### src/rtl/delay_line_sensor.sv
// delay_line_sensor: launches a toggling edge into an inverter chain, captures
// every tap each cycle, converts the normalised taps to a propagation depth by
// popcount, and reports avg/min/max over a 2^SAMPLE_LOG2 window via valid/ready.

// Single chain element; instances carry dont_touch so the chain is never merged.
module DelayLineInvCell (
  input  logic a_i,
  output logic y_o
);
  assign y_o = ~a_i;
endmodule

module delay_line_sensor #(
  parameter int STAGES      = 64,
  parameter int SAMPLE_LOG2 = 4,
  parameter bit SIM_MODEL   = 1'b0,
  localparam int CNT_W      = $clog2(STAGES + 1),
  localparam int SUM_W      = CNT_W + SAMPLE_LOG2
) (
  input  logic             clock,
  input  logic             reset,
  input  logic             enable,
  input  logic             start,
  input  logic             continuous,
  input  logic [CNT_W-1:0] sim_depth,
  output logic             result_valid,
  input  logic             result_ready,
  output logic [CNT_W-1:0] result_avg,
  output logic [CNT_W-1:0] result_min,
  output logic [CNT_W-1:0] result_max,
  output logic             busy,
  output logic             overrun
);

  localparam int IDX_W = (SAMPLE_LOG2 > 0) ? SAMPLE_LOG2 : 1;
  localparam logic [IDX_W-1:0] LAST_IDX = IDX_W'((1 << SAMPLE_LOG2) - 1);

  typedef enum logic [1:0] {IDLE, FILL, SAMPLE} state_t;

  state_t           state_q, state_d;
  logic             fill_q;
  logic             cont_q;
  logic             launch_q, launchCap_q;
  logic [STAGES-1:0] taps, tap_q;
  logic [CNT_W-1:0] popCnt, cnt_q;
  logic [IDX_W-1:0] sampleIdx_q;
  logic [SUM_W-1:0] sum_q, sum_d;
  logic [CNT_W-1:0] winMin_q, winMin_d, winMax_q, winMax_d;
  logic             resultValid_q, overrun_q;
  logic [CNT_W-1:0] resultAvg_q, resultMin_q, resultMax_q;
  logic             startAccept, launchEn, sampleEn, lastSample, resultLoad;

  // Tap source: a behavioural thermometer for simulation, or the real chain.
  // A reached tap mirrors the current launch value with its inversion parity.
  if (SIM_MODEL) begin : gSim
    for (genvar g = 0; g < STAGES; g++) begin : gTap
      assign taps[g] = launch_q ^ (g % 2 == 0) ^ ~(sim_depth > CNT_W'(g));
    end
  end else begin : gChain
    logic unusedSimDepth;
    assign unusedSimDepth = ^sim_depth;
    for (genvar g = 0; g < STAGES; g++) begin : gCell
      logic node;
      if (g == 0) begin : gFirst
        (* dont_touch = "true" *)
        DelayLineInvCell uCell (.a_i(launch_q), .y_o(node));
      end else begin : gNext
        (* dont_touch = "true" *)
        DelayLineInvCell uCell (.a_i(gCell[g-1].node), .y_o(node));
      end
      assign taps[g] = node;
    end
  end

  // FSM state register.
  always_ff @(posedge clock) begin
    if (reset) state_q <= IDLE;
    else       state_q <= state_d;
  end

  // FSM next state; dropping enable forces IDLE from anywhere.
  always_comb begin
    state_d = state_q;
    case (state_q)
      IDLE:    if (start) state_d = FILL;
      FILL:    if (fill_q) state_d = SAMPLE;
      SAMPLE:  if (lastSample && !cont_q) state_d = IDLE;
      default: state_d = IDLE;
    endcase
    if (!enable) state_d = IDLE;
  end

  // FSM outputs and derived control strobes.
  always_comb begin
    busy        = (state_q != IDLE);
    launchEn    = (state_q != IDLE);
    sampleEn    = (state_q == SAMPLE);
    startAccept = (state_q == IDLE) && start && enable;
    lastSample  = sampleEn && (sampleIdx_q == LAST_IDX);
    resultLoad  = lastSample && enable;
  end

  // Two-cycle FILL timer plus the continuous flag latched at start.
  always_ff @(posedge clock) begin
    if (reset) begin
      fill_q <= 1'b0;
      cont_q <= 1'b0;
    end else begin
      fill_q <= (state_q == FILL) ? ~fill_q : 1'b0;
      if (startAccept) cont_q <= continuous;
    end
  end

  // Launch flop toggles while busy; taps and the launch value are captured together.
  always_ff @(posedge clock) begin
    if (reset) begin
      launch_q    <= 1'b0;
      launchCap_q <= 1'b0;
      tap_q       <= '0;
      cnt_q       <= '0;
    end else begin
      if (launchEn) launch_q <= ~launch_q;
      launchCap_q <= launch_q;
      tap_q       <= taps;
      cnt_q       <= popCnt;
    end
  end

  // Popcount of the polarity-normalised taps, tolerant of bubbles.
  always_comb begin
    popCnt = '0;
    for (int i = 0; i < STAGES; i++) begin
      popCnt = popCnt + CNT_W'(tap_q[i] ^ launchCap_q ^ (i % 2 == 1));
    end
  end

  // Running window statistics including the current sample.
  always_comb begin
    sum_d    = sum_q + SUM_W'(cnt_q);
    winMin_d = (cnt_q < winMin_q) ? cnt_q : winMin_q;
    winMax_d = (cnt_q > winMax_q) ? cnt_q : winMax_q;
  end

  // Window accumulator; reinitialised outside SAMPLE and after the last sample.
  always_ff @(posedge clock) begin
    if (reset || !sampleEn || lastSample) begin
      sum_q       <= '0;
      winMin_q    <= '1;
      winMax_q    <= '0;
      sampleIdx_q <= '0;
    end else begin
      sum_q       <= sum_d;
      winMin_q    <= winMin_d;
      winMax_q    <= winMax_d;
      sampleIdx_q <= sampleIdx_q + 1'b1;
    end
  end

  // Result registers, valid/ready handshake and sticky overrun flag.
  always_ff @(posedge clock) begin
    if (reset) begin
      resultValid_q <= 1'b0;
      resultAvg_q   <= '0;
      resultMin_q   <= '0;
      resultMax_q   <= '0;
      overrun_q     <= 1'b0;
    end else begin
      if (resultLoad) begin
        resultAvg_q   <= CNT_W'(sum_d >> SAMPLE_LOG2);
        resultMin_q   <= winMin_d;
        resultMax_q   <= winMax_d;
        resultValid_q <= 1'b1;
        if (resultValid_q && !result_ready) overrun_q <= 1'b1;
      end else if (resultValid_q && result_ready) begin
        resultValid_q <= 1'b0;
      end
      if (startAccept) overrun_q <= 1'b0;
    end
  end

  assign result_valid = resultValid_q;
  assign result_avg   = resultAvg_q;
  assign result_min   = resultMin_q;
  assign result_max   = resultMax_q;
  assign overrun      = overrun_q;

endmodule

### config.mk
export PLATFORM = sky130hd
export DESIGN_NAME = delay_line_sensor
export DESIGN_NICKNAME = d
export VERILOG_FILES = /design/src/rtl/delay_line_sensor.sv
export SDC_FILE = /design/constraint.sdc
export NUM_CORES = 1
export LEC_CHECK = 0
export BUFFER_PORTS_ARGS = -buffer_cell sky130_fd_sc_hd__buf_2
export CELL_PAD_IN_SITES_DETAIL_PLACEMENT = 1
export CELL_PAD_IN_SITES_GLOBAL_PLACEMENT = 2
export CORE_MARGIN = 2
export CORE_UTILIZATION = 34
export DETAILED_ROUTE_END_ITERATION = 8
export PLACE_DENSITY = 0.77
export RECOVER_POWER = 100
export SLEW_MARGIN = 30
export SYNTH_ARGS = -nofsm -noshare
export SYNTH_HDL_FRONTEND = slang
export SYNTH_SLANG_ARGS = --single-unit
### constraint.sdc
create_clock -name clock -period 1.96 [get_ports clock]
set_input_delay 0.392 -clock clock [delete_from_list [all_inputs] [get_ports clock]]
set_output_delay 0.392 -clock clock [all_outputs]
set_load 0.02 [all_outputs]
# Word level (Yosys, flattened, before mapping)
# Cells that the tools add are included.
[word_totals] register_bits=129 input_bits=13
[classes] addsub=65 order_cmp=2 n_eq_ne=6 muxes=8 bitwise_logic=100 reduce_logical=20
[ops] operator="7-bit by 1-bit adder with 7-bit output" n=57
[ops] operator="1-bit bitwise XOR" n=64
[ops] operator="1-bit inverter" n=36
[ops] operator="7-bit two-way mux" n=2
[ops] operator="11-bit by 7-bit adder with 11-bit output" n=1
[ops] operator="6-bit by 1-bit adder with 7-bit output" n=1
[ops] operator="7-bit > comparator" n=1
[ops] operator="1-bit logical AND" n=7
[ops] operator="7-bit less-than comparator" n=1
[ops] operator="5-bit by 1-bit adder with 6-bit output" n=1
[ops] operator="2-bit two-way mux" n=3
[ops] operator="2-bit one-hot mux with 3 select lines" n=1
[ops] operator="2-bit OR reduction" n=3
[ops] operator="4-bit by 1-bit adder with 5-bit output" n=1
[ops] operator="3-bit by 1-bit adder with 4-bit output" n=1
[ops] operator="4-bit by 1-bit adder with 4-bit output, second input constant" n=1
[ops] operator="4-bit == test, second input constant" n=1
[ops] operator="2-bit != test, second input constant" n=2
[ops] operator="2-bit nonzero test" n=2
[ops] operator="2-bit by 1-bit adder with 3-bit output" n=1
[ops] operator="1-bit logical NOT" n=3
[ops] operator="3-bit AND reduction" n=1
[ops] operator="1-bit by 1-bit adder with 2-bit output" n=1
[ops] operator="2-bit by 1-bit == test with 1-bit output, second input constant" n=1
[ops] operator="6 further kinds" n=8

# Logic depth before layout (Yosys ltp)
[depth] word_depth=65 ltp_mapped=6

# Modules after synthesis
# From an unflattened synthesis, not the netlist that was laid out.
[unflattened] cells_unflattened=723 area_unflattened_um2=7019.2
[modules_own_cells] mod="delay_line_sensor" instances=1 cells_per_inst=659 area_each_um2=6779.0
[modules_own_cells] mod="DelayLineInvCell" instances=64 cells_per_inst=1 area_each_um2=3.8

# Least setup slack after synthesis
# Ideal clock, no wire load.
[synth_path] kind="register to register" start="register winMax_q[1]" end="register resultMax_q[5] (netlist: result_max[5])" setup_time_ns=0.086 t_arrival_ns=1.466 t_required_ns=1.874 path_slack_ns=0.409 stages_incl_launch_ff=5 cell_sequence="dfxtp_1 -> or4_4 -> o31a_1 -> mux2i_1 -> a211oi_1"
[synth_via] elab_chain_len=2
[synth_lines] item="from (decl)" line="48" source="logic [CNT_W-1:0] winMin_q, winMin_d, winMax_q, winMax_d;"
[synth_lines] item="from (signal assigned)" line="154" source="winMax_q <= winMax_d;"
[synth_lines] item="7-bit > comparator" line="141" source="winMax_d = (cnt_q > winMax_q) ? cnt_q : winMax_q;"
[synth_lines] item="7-bit two-way mux" line="141"
[synth_lines] item="to (signal assigned)" line="171" source="resultMax_q <= winMax_d;"
[synth_lines] item="to (decl)" line="50" source="logic [CNT_W-1:0] resultAvg_q, resultMin_q, resultMax_q;"
# Every way passes these cells.
# A chain may end at the register's enable or synchronous reset.

# Worst setup path in the final report
[layout_path] start="register winMax_q[1]" end="register resultMax_q[6] (netlist: result_max[6])"
# Same word-level chain as after synthesis.

==> flow_metrics.py <==
metrics = {
    "die": {
        "fp-row-count": 29,
        "die_h_um": 85.8,
        "dieArea_um2": 7350,
        "start_util": 0.354,
        "coreArea_um2": 6420,
        "boundaryPins": 37,
        "chipWidth_um": 85.8,
    },
    "layout": {
        "instances_no_fill": 355,
        "multi_input_area_um2": 985,
        "area_growth_pct": 15.5,
        "drive_gt1_frac": 0.0971,
        "final_nets": 295,
        "nFillCells": 773,
        "mostFrequentLayoutCells": "59 x dfxtp_1, 33 x nor2_1, 28 x clkbuf_1, 16 x nand2_1, 15 x nand3_1",
        "n_antenna_cell": 0,
        "final_common_cell": "dfxtp_1",
        "seq_area_um2": 1180,
    },
    "critical_path": {
        "crit_chain": "or4_1 -> o31ai_4 -> mux2i_1 -> a211oi_2",
        "cp_slowest_cell": "or4_1",
        "cp_slowest_stage_delay_ps": 600,
        "r2r_end": "result_max[6]$_SDFFE_PP0P_",
        "endpoint_kind": "flip-flop",
        "crit_type": "flip-flop to flip-flop",
        "required_ps": 2130,
        "r2r_slack_ps": 180,
        "cp_max_fo": 3,
        "cp.arrival_ps": 1960,
        "r2r_start": "winMax_q[1]$_SDFF_PP0_",
        "r2r_cells": 4,
        "critPathLaunchType": "flip-flop",
    },
    "power_and_ir_drop": {
        "p_clk_frac": 0.427,
        "p_leak_nw": 0.999,
        "power_frac_seq": 0.531,
        "power_mw": 2.30,
        "powerDensity_nw_per_um2": 877,
        "peakVddDrop_mv": 0.341,
        "intPower_mw": 1.78,
        "p_switching_mw": 0.526,
        "switching_share": 0.228,
        "p_comb_frac": 0.042,
    },
    "synth": {
        "synth_fa_ha_area_frac": 0.0496,
        "synth_xor_area_frac": 0.0424,
        "synthMuxAreaShare": 0.0264,
        "syn_avg_cell_area_um2": 9.55,
        "synth_top_family_by_area": "simple AND/OR/NAND/NOR gates",
        "synth-seq-cells": 59,
        "synth_edf_count": 0,
        "synth.distinct_cells": 41,
        "synthesis.area_um2": 2270,
        "synth-compound-area-share": 0.131,
        "synth_ff_type": "dfxtp_1",
        "synth_cells": 238,
        "synth-simple-area-share": 0.183,
        "ys_seq_area_frac": 0.520,
        "ys_async_sr_fraction": 0,
        "yosys_warnings": 0,
    },
    "clock_tree": {
        "clock_path_buffers": 2,
        "numCtsBuffers": 9,
        "cts.sinks": 59,
        "post_cts_resized": 0,
        "postCtsHoldBufs": 0,
        "postCtsSetupBuffers": 0,
        "cts_root_buf": "clkbuf_8",
        "clkTransAtPathRegs_ps": 60,
        "clk_latency_ps": 330,
        "htree_levels": 3,
        "cts_tree": "done",
    },
    "grt": {
        "grt_pass1_wl_um": 8090,
        "grt_overflow": 0,
        "antenna_found_initial": 0,
        "grt_use_total": 0.142,
        "grt_pass1_vias": 1705,
        "grt_max_degree": 21,
    },
    "drt": {
        "vias": 1755,
        "drt_iter0_drc": 49,
        "wirelength_um": 4780,
        "viasPerCell": 4.94,
        "final_antenna_net_count": 0,
        "drc": 0,
        "first_pass_iters": 6,
        "routedWlPerCell_um": 13.5,
    },
    "status": {
        "status": "complete, no violations",
    },
    "sta": {
        "rsz0062_at_grt": "false",
        "relSlewSlack": 0.363,
        "tightest_slew_ps": 955,
        "setup_viol": 0,
        "fin_setup_tns_ps": 0,
        "period_share": 0.911,
        "fmax_mhz": 560,
        "hold_ws_ps": 281,
        "finClkSkew_ps": 6.46,
        "period_needed_ps": 1780,
        "hold_violations": 0,
        "report.final.slew_viol_count": 0,
    },
    "hold_path": {
        "min_delay_path_depth": 2,
        "min_from": "start",
        "worstHoldEndpoint": "overrun$_SDFFE_PP0P_",
        "min_path_type": "input pin to flip-flop",
    },
    "placement": {
        "hpwl_um": 3300,
        "placed_cells": 339,
        "io_buffers": 29,
        "gp_congestion": 0.725,
    },
    "flow_run": {
        "maxCapViolCount": 0,
    },
}
-- registers in the layout, indices dropped and copies added, names as in the netlist --
register and cells:
sum_q 9, result_avg 7, result_max 7, result_min 7
winMax_q 7, winMin_q 7, sampleIdx_q 4, cnt_q 2
state_q 2, tap_q 2, cont_q 1, fill_q 1
launch_q 1, overrun 1, result_valid 1
-- per-layer routing --
layer | GRT usage | vias to the layer above | wire length (um)
li1 | - | 886 | -
met1 | 0.190 | 831 | 2470
met2 | 0.207 | 32 | 2070
met3 | 0.0385 | 6 | 172
met4 | 0.0779 | 0 | 70
met5 | 0 | - | 0
-- cell type report --
class / count / share of cell area
repair buffers: 36 / 0.0624
flip-flops and latches: 59 / 0.450
clock inverters: 2 / 0.00381
inverters: 7 / 0.0100
clock buffers: 14 / 0.0620
well taps: 77 / 0.0367
multi-input cells: 160 / 0.375
-- metrics by stage --
| step | area [um^2] | worst slack (ps) | util |
|---|---|---|---|
| after floorplan | 2280 | 409 | - |
| after detailed placement | 2490 | 242 | 0.388 |
| after global placement | 2490 | 226 | 0.388 |
| after CTS | 2670 | 216 | 0.415 |
| final | 2630 | 175 | 0.409 |
| after global routing | 2630 | 41.5 | 0.409 |
-- logic make-up (layout without fill, tap and decap cells) --
| family | after synthesis | after routing |
|---|---|---|
| adders and majority gates | 9 | 9 |
| DFF | 59 | 59 |
| and+or+nand+nor | 87 | 87 |
| buffers and inverters | 20 | 59 |
| xor gates and xnor gates | 11 | 11 |
| AOI/OAI and AO/OA | 45 | 45 |
| muxes | 6 | 6 |
| other | 1 | 2 |
-- cells in the mapped netlist (2+ instances only) --
library cell   n  area, um^2
nand2_1       16        60.1
xnor2_1        8        70.1
o21ai_0       11        55.1
inv_1          7        26.3
a21oi_1       14        70.1
xor2_1         3        26.3
nor2b_1        2        12.5
a21o_1         2        15.0
dfxtp_1       59        1180
buf_6          3        33.8
mux2i_1        6        60.1
clkbuf_1       8        30.0
nand3b_1       2        15.0
ha_1           9         113
nor2_1        32         120
nor3_1         2        10.0
and3_1         7        43.8
nand2b_1       3        18.8
nand3_1       15        75.1
a211oi_1       8        60.1
-- power groups by stage --
stage               Clock (mW)  Combinational (mW)  Sequential [mW]
finish                   0.983              0.0963             1.22
detailed placement           0              0.0989             1.25
floorplan                    0              0.0751             1.24
CTS                       1.02              0.0993             1.22
global route              1.09               0.109             1.22
global placement             0              0.0975             1.25
-- how the worst max path moves through the flow --
| stage | to | depth (start not counted) | start |
|---|---|---|---|
| after detailed placement | result_min[5]$_SDFFE_PP0P_ | 5 | cnt_q[6]$_SDFF_PP0_ |
| after global placement | result_min[5]$_SDFFE_PP0P_ | 5 | cnt_q[6]$_SDFF_PP0_ |
| after floorplan | result_max[5]$_SDFFE_PP0P_ | 4 | winMax_q[1]$_SDFF_PP0_ |
| final | result_max[6]$_SDFFE_PP0P_ | 4 | winMax_q[1]$_SDFF_PP0_ |
| after CTS | result_min[5]$_SDFFE_PP0P_ | 5 | cnt_q[6]$_SDFF_PP0_ |
| after global routing | overrun$_SDFFE_PP0P_ | 6 | sampleIdx_q[0]$_SDFF_PP0_ |
-- critical path: cells and delay by family (launching register included) --
| family | cells | cell delay, ps |
|---|---|---|
| multiplexers | 1 | 360 |
| AO/OA/AOI/OAI | 2 | 360 |
| flip-flops | 1 | 320 |
| AND/OR/NAND/NOR | 1 | 600 |
(Power assumes the default switching activity.)
